**src/rtl/serializer_pkg.sv**
```systemverilog
// rtl/serializer_pkg.sv - shared types and defaults for the bundle-to-word serializer
//
// Purpose: FSM state encoding and default word width used by serializer and serializer_ctrl.
// Ports:   none (package).
// Build:   optional back-to-back streaming is enabled by defining SERIALIZER_BACK_TO_BACK_EN.
package serializer_pkg;

  typedef enum logic {
    IDLE = 1'b0,
    SEND = 1'b1
  } state_e;

  localparam int DEFAULT_N = 32;

endpackage

```
**src/rtl/serializer_ctrl.sv**
```systemverilog
// rtl/serializer_ctrl.sv - FSM and word counter for the bundle-to-word serializer
//
// Purpose: sequences one bundle acceptance followed by regs word handshakes.
// Ports:
//   clk        input   clock, rising edge
//   reset      input   synchronous active-high reset
//   recv_val   input   bundle valid from upstream
//   send_rdy   input   downstream accepts a word
//   recv_rdy   output  block can accept a bundle
//   send_val   output  a valid word is presented
//   load_en    output  capture recv_msg into the buffer this cycle
//   count      output  index of the word currently presented
// Build: SERIALIZER_BACK_TO_BACK_EN lets a new bundle load on the last-word handshake;
//        recv_rdy then depends combinationally on send_rdy.
module serializer_ctrl
  import serializer_pkg::*;
#(
  parameter int dec_in = 1
) (
  input  logic              clk,
  input  logic              reset,
  input  logic              recv_val,
  input  logic              send_rdy,
  output logic              recv_rdy,
  output logic              send_val,
  output logic              load_en,
  output logic [dec_in-1:0] count
);

  localparam int REGS = 1 << dec_in;
  localparam logic [dec_in-1:0] LAST = dec_in'(REGS - 1);

  state_e            state_q, state_d;
  logic [dec_in-1:0] count_q, count_d;
  logic              last;

  always_ff @(posedge clk) begin
    if (reset) begin
      state_q <= IDLE;
      count_q <= '0;
    end else begin
      state_q <= state_d;
      count_q <= count_d;
    end
  end

  // Handshake outputs are forced low while reset is high so a bundle can
  // never be accepted or a word sent during reset, even mid-bundle.
  always_comb begin
    state_d  = state_q;
    count_d  = count_q;
    recv_rdy = 1'b0;
    send_val = 1'b0;
    load_en  = 1'b0;
    last     = (count_q == LAST);
    if (!reset) begin
      case (state_q)
        IDLE: begin
          recv_rdy = 1'b1;
          if (recv_val) begin
            load_en = 1'b1;
            count_d = '0;
            state_d = SEND;
          end
        end
        SEND: begin
          send_val = 1'b1;
`ifdef SERIALIZER_BACK_TO_BACK_EN
          // Ready for the next bundle exactly when the last word leaves.
          if (last) recv_rdy = send_rdy;
`endif
          if (send_rdy) begin
            if (!last) begin
              count_d = count_q + dec_in'(1);
            end else begin
              count_d = '0;
              state_d = IDLE;
`ifdef SERIALIZER_BACK_TO_BACK_EN
              if (recv_val) begin
                load_en = 1'b1;
                state_d = SEND;
              end
`endif
            end
          end
        end
        default: state_d = IDLE;
      endcase
    end
  end

  assign count = count_q;

endmodule

```
**src/rtl/serializer.sv**
```systemverilog
// rtl/serializer.sv - accepts a regs x N bundle and emits it one N-bit word per handshake
//
// Purpose: transmit-side serializer between wide parallel logic and a narrow link;
//          word 0 is sent first, one cycle after bundle acceptance.
// Ports:
//   clk         input                clock, rising edge
//   reset       input                synchronous active-high reset
//   recv_val    input                bundle valid
//   recv_rdy    output               block can accept a bundle
//   recv_msg    input  [regs*N-1:0]  bundle; word k = recv_msg[k*N +: N]
//   send_val    output               send_msg holds a valid word
//   send_rdy    input                downstream accepts a word
//   send_msg    output [N-1:0]       current word
//   dec_select  output [dec_in-1:0]  index of the word on send_msg
// Build: define SERIALIZER_BACK_TO_BACK_EN for zero-idle streaming of consecutive bundles.
module serializer
  import serializer_pkg::*;
#(
  parameter int dec_in = 1,
  parameter int regs   = 1 << dec_in,
  parameter int N      = DEFAULT_N
) (
  input  logic                clk,
  input  logic                reset,
  input  logic                recv_val,
  output logic                recv_rdy,
  input  logic [regs*N-1:0]   recv_msg,
  output logic                send_val,
  input  logic                send_rdy,
  output logic [N-1:0]        send_msg,
  output logic [dec_in-1:0]   dec_select
);

  logic              load_en;
  logic [dec_in-1:0] count;
  logic [N-1:0]      word_q [regs];

  serializer_ctrl #(
    .dec_in (dec_in)
  ) u_ctrl (
    .clk      (clk),
    .reset    (reset),
    .recv_val (recv_val),
    .send_rdy (send_rdy),
    .recv_rdy (recv_rdy),
    .send_val (send_val),
    .load_en  (load_en),
    .count    (count)
  );

  // One enabled register per word; recv_msg is only sampled on load_en.
  for (genvar k = 0; k < regs; k++) begin : g_word
    always_ff @(posedge clk) begin
      if (reset) begin
        word_q[k] <= '0;
      end else if (load_en) begin
        word_q[k] <= recv_msg[k*N +: N];
      end
    end
  end

  // Outputs come only from registered state and the buffer; zeroed when no
  // word is presented so stale buffer contents never leak out.
  assign send_msg   = send_val ? word_q[count] : '0;
  assign dec_select = send_val ? count : '0;

endmodule

```
**config.mk**
```make
export PLATFORM = sky130hd
export DESIGN_NAME = serializer
export DESIGN_NICKNAME = d
export VERILOG_FILES = /design/src/rtl/serializer_pkg.sv /design/src/rtl/serializer_ctrl.sv /design/src/rtl/serializer.sv
export SDC_FILE = /design/constraint.sdc
export NUM_CORES = 1
export LEC_CHECK = 0
export CORE_UTILIZATION = 35
export CTS_CLUSTER_DIAMETER = 60
export CTS_CLUSTER_SIZE = 14
export DETAILED_ROUTE_END_ITERATION = 16
export SETUP_SLACK_MARGIN = 0.3
export SKIP_CTS_REPAIR_TIMING = 1
export SLEW_MARGIN = 20
export SYNTH_ARGS = -nofsm -noshare
export SYNTH_HDL_FRONTEND = slang
export SYNTH_HIERARCHICAL = 1
export SYNTH_SLANG_ARGS = --single-unit
```
**constraint.sdc**
```tcl
create_clock -name clk -period 5.2 [get_ports clk]
set_input_delay 0.78 -clock clk [delete_from_list [all_inputs] [get_ports clk]]
set_output_delay 0.78 -clock clk [all_outputs]
set_load 0.05 [all_outputs]
```
==> impl_metrics.yaml, run 1 <==
run_status:
  outcome: "completed"
routing:
  drt_wl_total_microns: 5520
  drtAntennaViolNets: 0
  viasPerCell: 4.41
  firstDrtPassIters: 6
  avgRoutedWirePerCell_microns: 12.8
  drt_iter0_drc: 40
  drc: 0
  vias: 1909
die:
  fp-row-count: 34
  chipWidth_microns: 96.6
  io_pins: 103
  die_area_sq_mm: 0.00933
  start_util: 0.361
  die_y_microns: 96.6
  core_sq_mm: 0.00868
cells_and_area:
  drive_above_1_share: 0.0646
  antenna_cells: 0
  multiInputGateArea_sq_mm: 0.00101
  fin_cells: 433
  n_fill_cell: 814
  finalNetCount: 389
  seq_area_sq_mm: 0.00196
  area_growth_pct: 38.6
grt:
  antenna_found_initial: 0
  grt_overflow: 0
  grt_pass1_wl_microns: 8200
  grt_pass1_vias: 1742
  grt_max_degree: 65
  grt_use_total: 0.123
synthesis:
  ys_seq_area_frac: 0.626
  synth_edf_count: 64
  ys_top_cells_by_count: "and2_1, edfxtp_1, nor2b_1"
  ys_top_cells_by_area: "edfxtp_1, and2_1, mux2i_1, nor2b_1, buf_6"
  synth_ff_type: "edfxtp_1"
  synth_top_area_frac: 0.614
  syn-num-nets: 287
  yosysMostFrequentCell: "and2_1"
  yosysWarningCount: 6
  avgSynthCellArea_sq_um: 14.3
  netlist_area_sq_mm: 0.00313
  syn_inst: 219
  async_reset_ff_frac: 0
  ys_types: 15
  synth-seq-cells: 66
  yosysTopAreaCell: "edfxtp_1"
power:
  p_per_area_mw_per_mm2: 273
  p_leak_uw: 0.00153
  power.total_uw: 1190
  peakVddDrop_v: 0.000115
timing:
  rsz0062_at_grt: "false"
  setup_violations: 0
  fin_crit_sh: 0.759
  max_clock_freq_ghz: 0.253
  slew_headroom: 0.351
  fin_worst_skew_ns: 0.00684
  fin_ws_ns: 1.25
  maxSlewViolCount: 0
  finalHoldViolCount: 0
  worst_pin_slew_ns: 0.971
  tns_ns: 0
  final.min_clock_period_ns: 3.95
clock_tree:
  clk_pin_slew_ns: 0.06
  insertion_delay_ns: 0.33
  cts_tree: "done"
  root_buffer: "clkbuf_8"
  numCtsBuffers: 9
  cts.sinks: 66
  clockBufferDepth: 2
  htree_levels: 3
worst_setup_path:
  worstPathMaxFanout: 18
  endpoint_kind: "primary output"
  r2r_start: "u_ctrl/state_q$_SDFF_PP0_"
  cp-start-kind: "input port"
  r2r_setup_slack_ns: 3.02
  path_cells: "clkdlybuf4s50_1 -> nor2b_2 -> buf_4 -> nor2b_1 -> clkdlybuf4s50_1"
  crit_buf_inv: 3
  required_ns: 4.42
  crit_top_cell: "clkdlybuf4s50_1"
  worst_ep_arrival_time_ns: 3.17
  cp_slowest_cell: "clkdlybuf4s50_1"
  reg2reg_to: "word_q[1][0]$_SDFFCE_PN0P_"
  cp_slowest_stage_delay_ns: 0.82
  critPathTopFamily: "buffers and inverters"
  r2r_cells: 4
  path_class: "input port to primary output"
job:
  maxCapViolCount: 0
min_path:
  hold_path.class: "flop to flop"
  min-delay-start: "u_ctrl/state_q$_SDFF_PP0_"
  min_path_cells: 2
  worstHoldEndpoint: "u_ctrl/state_q$_SDFF_PP0_"
place:
  gp_congestion: 0.677
  dp_hpwl_microns: 3640
  post-place-ws_ns: 1.19
  portBuffers: 102
  placed_cells: 417
==> final cells by class <==
cell class,count,share of cell area
timing repair buffer,105,0.243
clock buffer,11,0.0303
sequential,66,0.452
tap,108,0.0311
clock inverter,4,0.0101
multi-input combinational,139,0.233
==> per-layer routing <==
metal | track usage | share of wire | vias to the layer above | routed length [microns]
met1 | 0.146 | 0.43 | 885 | 2380
met3 | 0.0321 | 0.059 | 7 | 328
met2 | 0.205 | 0.50 | 61 | 2760
li1 | - | - | 956 | -
met5 | 0 | 0 | - | 0
met4 | 0.0588 | 0.011 | 0 | 63
==> where the power goes <==
group	total, uW	internal (uW)	switching (uW)
Sequential	630	618	12.3
Clock	391	216	175
Combinational	165	87.5	77.0
Total	1190	921	264
==> cells in the final DEF (no fill, tap or decap) <==
cell	Yosys	layout
a21oi_1	1	1
buf_4	0	2
nor2b_1	33	32
edfxtp_1	64	64
nor2b_2	0	1
clkinv_2	0	2
bufinv_16	0	1
buf_12	3	1
mux2i_1	32	32
clkinv_1	0	1
clkdlybuf4s50_1	0	102
clkbuf_1	3	2
or2_2	1	1
mux2_4	1	1
nor2b_4	1	1
nor2_1	2	2
a211oi_2	1	1
dfxtp_1	2	1
clkbuf_8	0	9
a311oi_1	1	1
dfxtp_2	0	1
and2_1	66	66
==> cell families (layout without fill, tap and decap cells) <==
kind of cell	count (synthesis)	count (layout)	share of synthesized area
AO/OA/AOI/OAI	3	3	0.00839
multiplexers	33	33	0.107
flip-flops	66	66	0.626
AND/OR/NAND/NOR	103	103	0.207
buffers and inverters	14	120	0.0515
==> registers in the layout, summed over array words and instances, names as in the netlist <==
name	flops
u_ctrl/count	1
u_ctrl/state_q	1
word_q	64
==> tightest hold or removal path, cell delays in order (launching register included) <==
cell	delay [ns]
dfxtp_1	0.36
nor2_1	0.12
a311oi_1	0.05
==> through the flow <==
step	area (sq um)	hold WS, ns	utilization
after floorplan	3130	0.486	-
after global placement	4150	0.541	0.478
after detailed placement	4150	0.557	0.478
after CTS	4320	0.566	0.498
after global routing	4340	0.599	0.500
final	4340	0.576	0.500
==> worst max-delay path by stage <==
stage | startpoint | cells after the start | endpoint
finish | reset | 5 | send_msg[26]
detailed placement | reset | 5 | send_msg[29]
CTS | reset | 5 | send_msg[1]
floorplan | reset | 3 | send_msg[10]
global placement | reset | 5 | send_msg[1]
global route | reset | 5 | send_msg[26]
No activity file was read; power rests on OpenSTA's default activity.
==> inputs of run 2 (changes only) <==
Settings changed: PLACE_DENSITY set to 0.66.
Clock period 5.2 ns to 3.57 ns, I/O delays scaled along.
==> run 2 against run 1 <==
- worst setup slack got worse by 0.67 ns
- non-clock buffer count increased by 1
- combinational power rose by 44%
- sequential power grew 46%
- highest routed layer unchanged
- clock skew is essentially flat
- critical endpoint is now send_msg[8]
- first-iteration DRC count down 7.5%
- largest power group unchanged
- clock-buffer cell count shrank 1
- critical path depth shrank 1
- die area is the same
- critical path type unchanged
- final area decreased by 1.2%
- power rose by 46%
==> impl_metrics.yaml, run 2 (same netlist as run 1, synthesis figures left out) <==
run_status:
  outcome: "completed"
routing:
  drc: 0
  firstDrtPassIters: 3
  vias: 1924
  drt_iter0_drc: 37
  drtAntennaViolNets: 0
  avgRoutedWirePerCell_microns: 13.3
  drt_wl_total_microns: 5780
  viasPerCell: 4.43
min_path:
  hold_path.class: "flop to flop"
  worstHoldEndpoint: "u_ctrl/state_q$_SDFF_PP0_"
  min_path_cells: 2
  min-delay-start: "u_ctrl/state_q$_SDFF_PP0_"
timing:
  worst_pin_slew_ns: 0.795
  final.min_clock_period_ns: 2.99
  fin_crit_sh: 0.838
  fin_ws_ns: 0.579
  maxSlewViolCount: 0
  rsz0062_at_grt: "false"
  setup_violations: 0
  finalHoldViolCount: 0
  slew_headroom: 0.470
  whs_ns: 0.569
  fin_worst_skew_ns: 0.00715
  max_clock_freq_ghz: 0.334
  tns_ns: 0
grt:
  grt-busiest-layer: "met2"
  grt_max_degree: 65
  grt_use_total: 0.124
  gr-usage-met1: 0.139
  antenna_found_initial: 0
  grt_use_met2: 0.215
  grtUsageMet3: 0.0329
  grt_pass1_wl_microns: 8380
  grt_pass1_vias: 1834
  grt_overflow: 0
worst_setup_path:
  worstPathMaxFanout: 15
  r2r_setup_slack_ns: 1.74
  crit_buf_inv: 2
  r2r_start: "u_ctrl/state_q$_SDFF_PP0_"
  reg2reg_to: "word_q[1][1]$_SDFFCE_PN0P_"
  crit_top_cell: "clkdlybuf4s50_1"
  critPathTopFamily: "buffers and inverters"
  cp_slowest_cell: "clkdlybuf4s50_1"
  cp_slowest_stage_delay_ns: 0.81
  path_class: "input port to primary output"
  endpoint_kind: "primary output"
  worst_ep_arrival_time_ns: 2.46
  required_ns: 3.03
  cp-start-kind: "input port"
  r2r_cells: 5
  path_cells: "clkdlybuf4s50_1 -> nor2b_4 -> nor2b_1 -> clkdlybuf4s50_1"
power:
  peakVddDrop_v: 0.000196
  p_leak_uw: 0.00158
  p_per_area_mw_per_mm2: 403
cells_and_area:
  seq_area_sq_mm: 0.00196
  multiInputGateArea_sq_mm: 0.00102
  n_fill_cell: 811
  mostFrequentLayoutCell: "clkdlybuf4s50_1"
  drive_above_1_share: 0.129
  utilization: 0.494
  largest_reg_flops: 64
  antenna_cells: 0
  area_growth_pct: 36.9
  largest-register: "word_q"
  finalNetCount: 390
  layout_common_cells: "clkdlybuf4s50_1, and2_1, edfxtp_1"
job:
  maxCapViolCount: 0
place:
  dp_hpwl_microns: 3920
  post-place-ws_ns: 0.418
  portBuffers: 102
  gp_congestion: 0.640
clock_tree:
  clockBufferDepth: 2
  clk_pin_slew_ns: 0.06
  numCtsBuffers: 9
  cts.sinks: 66
  insertion_delay_ns: 0.33
  htree_levels: 3
  root_buffer: "clkbuf_8"
  cts_tree: "done"
die:
  core_sq_mm: 0.00868
  die_y_microns: 96.6
  fp-row-count: 34
  start_util: 0.361
  chipWidth_microns: 96.6
  io_pins: 103
  die_area_sq_mm: 0.00933
## run 2: report_power, final
part           internal (uW)  switching [uW]  total (uW)
Combinational            124             113         237
Clock                    311             260         571
Sequential               900            18.6         919
Total                   1330             392        1730
## run 2: worst max path at each step
stage / start / to / slack (ns) / cells after the start
after global placement: reset / send_msg[18] / 0.45 / 4
after detailed placement: reset / send_msg[8] / 0.42 / 4
after CTS: reset / send_msg[8] / 0.41 / 4
after global routing: reset / send_msg[13] / 0.45 / 4
final: reset / send_msg[8] / 0.58 / 4
after floorplan: reset / send_msg[10] / 0.65 / 3
## run 2: layer usage
metal	routed length, microns	share of wire
met5	0	0
met4	114	0.020
met3	333	0.058
met2	2920	0.51
met1	2410	0.42
## run 2: per-stage QoR
step / total power, uW / area (sq um) / cells
after global routing: 1790 / 4290 / 434
after detailed placement: 1180 / 4110 / 419
after global placement: 1170 / 4110 / 419
after CTS: 1750 / 4280 / 434
final: 1730 / 4290 / 434
after floorplan: 1070 / 3130 / 219
## run 2: layout make-up
type	instances	area share
Clock buffer	10	0.0298
Clock inverter	5	0.0108
Multi-Input combinational cell	139	0.237
Sequential cell	66	0.458
Tap cell	108	0.0315
Timing Repair Buffer	106	0.233
## run 2: worst reg2reg max path, cell delays in order (launching register included)
cell     delay (ns)
dfxtp_1        0.36
nor2_1         0.16
and2_1         0.16
nor2b_4        0.47
buf_4          0.37
and2_1         0.18
